**src/rtl/mat_mult_seq.sv**
```systemverilog
// mat_mult_seq: sequential signed matrix multiplier C = A x B using one
// time-multiplexed MAC (one multiply-accumulate per clock), row-major order.
// Ports:
//   clk     - clock, all state on rising edge
//   reset   - asynchronous active-low reset
//   start   - request, sampled only in IDLE; operands captured on accept
//   mat_a   - [M_ROWS][K_INNER] x DATA_W signed operand A
//   mat_b   - [K_INNER][N_COLS] x DATA_W signed operand B
//   mat_out - [M_ROWS][N_COLS] x ACC_W signed result registers
//   busy    - high while computing
//   done    - one-cycle completion pulse
//   ovf     - sticky saturation flag (tied 0 unless saturation is built in)
// Optional feature macro: MAT_MULT_SEQ_SAT_EN (saturating accumulate + ovf).
module mat_mult_seq #(
    parameter int M_ROWS  = 2,
    parameter int K_INNER = 2,
    parameter int N_COLS  = 2,
    parameter int DATA_W  = 16,
    parameter int ACC_W   = 2*DATA_W+$clog2(K_INNER)+1
) (
    input  logic                                     clk,
    input  logic                                     reset,
    input  logic                                     start,
    input  logic [M_ROWS-1:0][K_INNER-1:0][DATA_W-1:0] mat_a,
    input  logic [K_INNER-1:0][N_COLS-1:0][DATA_W-1:0] mat_b,
    output logic [M_ROWS-1:0][N_COLS-1:0][ACC_W-1:0]   mat_out,
    output logic                                     busy,
    output logic                                     done,
    output logic                                     ovf
);

    localparam int IW = (M_ROWS  > 1) ? $clog2(M_ROWS)  : 1;
    localparam int KW = (K_INNER > 1) ? $clog2(K_INNER) : 1;
    localparam int JW = (N_COLS  > 1) ? $clog2(N_COLS)  : 1;

    typedef enum logic [1:0] {IDLE, CALC, DONE} state_t;

    state_t r_state;
    state_t w_next;

    logic [M_ROWS-1:0][K_INNER-1:0][DATA_W-1:0] r_a;
    logic [K_INNER-1:0][N_COLS-1:0][DATA_W-1:0] r_b;
    logic [M_ROWS-1:0][N_COLS-1:0][ACC_W-1:0]   r_out;
    logic signed [ACC_W-1:0]                    r_acc;
    logic [IW-1:0]                              r_i;
    logic [KW-1:0]                              r_k;
    logic [JW-1:0]                              r_j;

    logic signed [DATA_W-1:0]   w_a;
    logic signed [DATA_W-1:0]   w_b;
    logic signed [2*DATA_W-1:0] w_prod;
    logic signed [ACC_W-1:0]    w_sum;
    logic                       w_i_last;
    logic                       w_j_last;
    logic                       w_k_last;
    logic                       w_last;

    assign w_a    = $signed(r_a[r_i][r_k]);
    assign w_b    = $signed(r_b[r_k][r_j]);
    assign w_prod = w_a * w_b;

    assign w_i_last = (r_i == IW'(M_ROWS-1));
    assign w_j_last = (r_j == JW'(N_COLS-1));
    assign w_k_last = (r_k == KW'(K_INNER-1));
    assign w_last   = w_i_last && w_j_last && w_k_last;

`ifdef MAT_MULT_SEQ_SAT_EN
    // Sum is formed wide enough that neither operand nor the carry is lost,
    // then clamped into the ACC_W signed range.
    localparam int SUM_W = ((ACC_W > 2*DATA_W) ? ACC_W : 2*DATA_W) + 1;
    localparam logic signed [SUM_W-1:0] SAT_MAX =
        {{(SUM_W-ACC_W+1){1'b0}}, {(ACC_W-1){1'b1}}};
    localparam logic signed [SUM_W-1:0] SAT_MIN =
        {{(SUM_W-ACC_W+1){1'b1}}, {(ACC_W-1){1'b0}}};

    logic signed [SUM_W-1:0] w_wide;
    logic                    w_sat;
    logic                    r_ovf;

    assign w_wide = SUM_W'(w_prod) + SUM_W'(r_acc);

    always_comb begin
        w_sat = 1'b0;
        w_sum = w_wide[ACC_W-1:0];
        if (w_wide > SAT_MAX) begin
            w_sum = SAT_MAX[ACC_W-1:0];
            w_sat = 1'b1;
        end else if (w_wide < SAT_MIN) begin
            w_sum = SAT_MIN[ACC_W-1:0];
            w_sat = 1'b1;
        end
    end

    always_ff @(posedge clk or negedge reset) begin
        if (!reset) begin
            r_ovf <= 1'b0;
        end else if (r_state == IDLE && start) begin
            r_ovf <= 1'b0;
        end else if (r_state == CALC && w_sat) begin
            r_ovf <= 1'b1;
        end
    end

    assign ovf = r_ovf;
`else
    assign w_sum = ACC_W'(w_prod) + r_acc;
    assign ovf   = 1'b0;
`endif

    always_ff @(posedge clk or negedge reset) begin
        if (!reset) begin
            r_state <= IDLE;
        end else begin
            r_state <= w_next;
        end
    end

    always_comb begin
        w_next = r_state;
        busy   = 1'b0;
        done   = 1'b0;
        unique case (r_state)
            IDLE: begin
                if (start) w_next = CALC;
            end
            CALC: begin
                busy = 1'b1;
                if (w_last) w_next = DONE;
            end
            DONE: begin
                done   = 1'b1;
                w_next = IDLE;
            end
            default: w_next = IDLE;
        endcase
    end

    always_ff @(posedge clk or negedge reset) begin
        if (!reset) begin
            r_a   <= '0;
            r_b   <= '0;
            r_out <= '0;
            r_acc <= '0;
            r_i   <= '0;
            r_j   <= '0;
            r_k   <= '0;
        end else begin
            unique case (r_state)
                IDLE: begin
                    if (start) begin
                        r_a   <= mat_a;
                        r_b   <= mat_b;
                        r_acc <= '0;
                        r_i   <= '0;
                        r_j   <= '0;
                        r_k   <= '0;
                    end
                end
                CALC: begin
                    if (!w_k_last) begin
                        r_acc <= w_sum;
                        r_k   <= r_k + 1'b1;
                    end else begin
                        r_out[r_i][r_j] <= w_sum;
                        r_acc <= '0;
                        r_k   <= '0;
                        if (w_j_last) begin
                            r_j <= '0;
                            r_i <= w_i_last ? '0 : r_i + 1'b1;
                        end else begin
                            r_j <= r_j + 1'b1;
                        end
                    end
                end
                default: ;
            endcase
        end
    end

    assign mat_out = r_out;

endmodule
```
**config.mk**
```make
export PLATFORM = sky130hd
export DESIGN_NAME = mat_mult_seq
export DESIGN_NICKNAME = d
export VERILOG_FILES = /design/src/rtl/mat_mult_seq.sv
export SDC_FILE = /design/constraint.sdc
export NUM_CORES = 1
export LEC_CHECK = 0
export BUFFER_PORTS_ARGS = -buffer_cell sky130_fd_sc_hd__buf_2
export CAP_MARGIN = 5
export CORE_MARGIN = 5
export CORE_UTILIZATION = 30
export DETAILED_ROUTE_END_ITERATION = 6
export PLACE_DENSITY = 0.52
export SLEW_MARGIN = 20
export SYNTH_ARGS = -nofsm -noshare
export SYNTH_HDL_FRONTEND = slang
export SYNTH_SLANG_ARGS = --single-unit
```
**constraint.sdc**
```tcl
create_clock -name clk -period 6.8 [get_ports clk]
set_input_delay 1.36 -clock clk [delete_from_list [all_inputs] [get_ports clk]]
set_output_delay 1.36 -clock clk [all_outputs]
set_load 0.02 [all_outputs]
```
==> impl_results.md <==
* Final Hold Fails at 0
* CP Launch Type: flip-flop
* WL per Instance at 19.0 um
* Ys async rst share at 100%
* Most common cell in the netlist: nand2_1
* CTS H-Tree Depth at 2
* Setup WS post-layout at -53.8 ps
* Post-layout min period at 6850 ps
* Met1 wire length at 27.9 mm
* Flops & latches, synth at 303
* Failing checks: negative setup slack
* Largest net degree at the start of global routing at 117
* Clk_skew at 29.6 ps
* Tightest Pin Transition at 934 ps
* Area contributors post-synth: dfrtp_1, fa_1, mux2_2, nand2_1, inv_1
* CTS Buf Count at 37
* Syn Std Cell Area at 23,500 um2
* HPWL Detailed at 56.9 mm
* Worst R2R End: mat_out[26]$_DFFE_PN0P_
* Hold depth at 2
* FMAX at 0.146 GHz
* Crit end category: flip-flop
* Reg2reg start: r_k$_DFFE_PN0P_
* Row Count at 102
* Post-DP Area at 27,400 um2
* Post-route cell area at 29,800 um2
* R2R cell count at 25
* Final slew viol count at 0
* Area leader, netlist: dfrtp_1
* RSZ-0062 raised after global routing: yes
* Initial core utilization at 30.3%
* Drc violations at 0
* I/O Buffers at 268
* Worst Hold End: mat_out[11]$_DFFE_PN0P_
* Sequential fraction of the synthesis area at 32.3%
* Crit-path max FO at 6
* Status: finished with violations
* DR iter-0 viols at 859
* HP Class: reg -> reg
* Worst Path Required at 7230 ps
* Via density at 4.63
* Clock transition at path regs at 60 ps
* Gp weighted congestion at 0.897
* Vias at 17,400
* CTS tree: done
* Number of global-route vias before repair at 19,500
* Layout cell share with drive strength beyond 1 at 32.5%
* Post-synth top area share at 32.3%
* Final ANT Viol Nets at 0
* CTS hold repair buffers at 0
* Final nets at 3,226
* Distinct cell type count after synthesis at 62
* Final Cycle Share at 101%
* Crit path DAT at 7290 ps
* Synthesis Warnings at 0
* Most frequent cells after synthesis: nand2_1, inv_1, fa_1, dfrtp_1, mux2_2
* Clk buf depth at 3
* Max_slew headroom at 37.7%
* Die width at 290 um
* Main flop type after synthesis: dfrtp_1
* DIE AREA at 83,900 um2
* Drt first pass iters at 5
* Layout Area Growth over Synthesis at 26.8%
* Number of flops mapped to enable cells by yosys at 0
* Met2 wire length at 38.3 mm
* Final std cells w/o fill at 3,759
* Reg2reg setup slack at -50 ps
* Mapped Nets at 2,782
* Initial antenna violation count at 9
* Gate Count Post-Synth at 2,244
* Endpoints failing setup at 12
* Syn_area_per_cell at 10.5 um2
* CTS sink count at 303
* Gr ovfl total at 0
* Hold Slack at 469 ps
* Crit path kind: reg -> reg
* Gr usage total at 17.2%
* Core area at 77,500 um2
* Inst Count DP at 3,658
* Die height at 290 um
* Clock Latency Late Sink at 560 ps
* Max-cap violations at 0
* First-pass GRT wire length at 112 mm
* Min-delay src: mat_out[11]$_DFFE_PN0P_
* CTS root buffer: clkbuf_16
* Top routing layer in use: met5
* Final WL at 71.3 mm
* Met3 WL post-DR at 2.79 mm
* Io pins at 270
## flip-flops by register name (all words and copies together), names as in the netlist
name / cells
mat_out: 136
r_a: 64
r_b: 64
r_acc: 34
r_state: 2
r_i: 1
r_j: 1
r_k: 1
## critical path: stages, from the launching register on
cell	delay (ps)
dfrtp_2	460
buf_12	150
buf_16	130
buf_8	120
mux2_4	330
o21a_4	230
buf_12	130
buf_4	160
and2_4	140
fa_1	510
ha_2	180
inv_2	50
fa_1	470
fa_1	490
inv_1	50
fa_1	560
fa_1	460
ha_4	310
and3_4	200
o211ai_4	80
a21oi_2	250
o21a_2	220
buf_4	140
a21oi_1	60
or4_4	580
mux2_4	280
## what timing repair did
item / CTS / global route
pin swaps: 31 / 28
gates resized for setup: 94 / 67
endpoints found under the setup margin: 57 / 84
setup buffers: 13 / 14
gates cloned: 2 / 3
hold endpoints to repair: 0 / 0
## worst max path at each step
| stage | from | endpoint | slack, ps | cells past startpoint |
|---|---|---|---|---|
| 3_5_place_dp | r_k$_DFFE_PN0P_ | mat_out[26]$_DFFE_PN0P_ | -390 | 24 |
| 6_report | r_k$_DFFE_PN0P_ | mat_out[26]$_DFFE_PN0P_ | -50 | 25 |
| 5_1_grt | r_k$_DFFE_PN0P_ | mat_out[94]$_DFFE_PN0P_ | -300 | 24 |
| 4_1_cts | r_k$_DFFE_PN0P_ | mat_out[26]$_DFFE_PN0P_ | -110 | 22 |
| 2_1_floorplan | r_k$_DFFE_PN0P_ | mat_out[128]$_DFFE_PN0P_ | 3 | 22 |
| 3_3_place_gp | r_k$_DFFE_PN0P_ | mat_out[65]$_DFFE_PN0P_ | -310 | 24 |
## layout make-up
| class | count | area [um2] |
|---|---|---|
| fillers | 7667 | 47700 |
| well taps | 1040 | 1300 |
| clock buffers | 46 | 980 |
| multi-input cells | 1493 | 14900 |
| clock inverters | 20 | 262 |
| inverters | 351 | 1320 |
| flip-flops and latches | 303 | 7580 |
| repair buffers | 502 | 3410 |
| diodes | 4 | 10.0 |
## metal layers
layer | vias to the layer above | GRT usage (%)
met3 | 105 | 2.49
met5 | - | 0
met4 | 10 | 5.54
li1 | 7971 | -
met2 | 328 | 32.0
met1 | 8978 | 20.3
## cells by family (layout without fill, tap and decap cells)
kind of cell	after synthesis	count (layout)	synth area share (%)
simple gates	641	641	11.4
buf+inv	448	919	7.24
fa+ha+maj	407	407	31.5
flops	303	303	32.3
mux	206	206	10.7
compound gates	203	203	5.54
xor+xnor	35	35	1.31
other cells	1	5	0.0160
## layout by cell type, fill, tap and decap left out, drive strengths merged, types with 19 or more instances in the layout
master  instances
and2           25
nand2         410
a22o           22
mux2          171
clkbuf         47
a21oi          33
nor2          117
ha            102
o21ai          81
buf           500
inv           355
nor2b          19
xnor2          26
dfrtp         303
fa            305
## through the flow
stage	utilization [%]	setup WS, ps	setup TNS, ps
floorplan	-	3.41	0
global placement	35.4	-310	-11660
detailed placement	35.4	-391	-14090
CTS	37.8	-113	-1260
global route	38.4	-295	-8780
finish	38.4	-53.8	-507
Power is left out: the tool's default activity adds up to more than one toggle a clock period on the data nets, which glitch-free logic cannot reach.
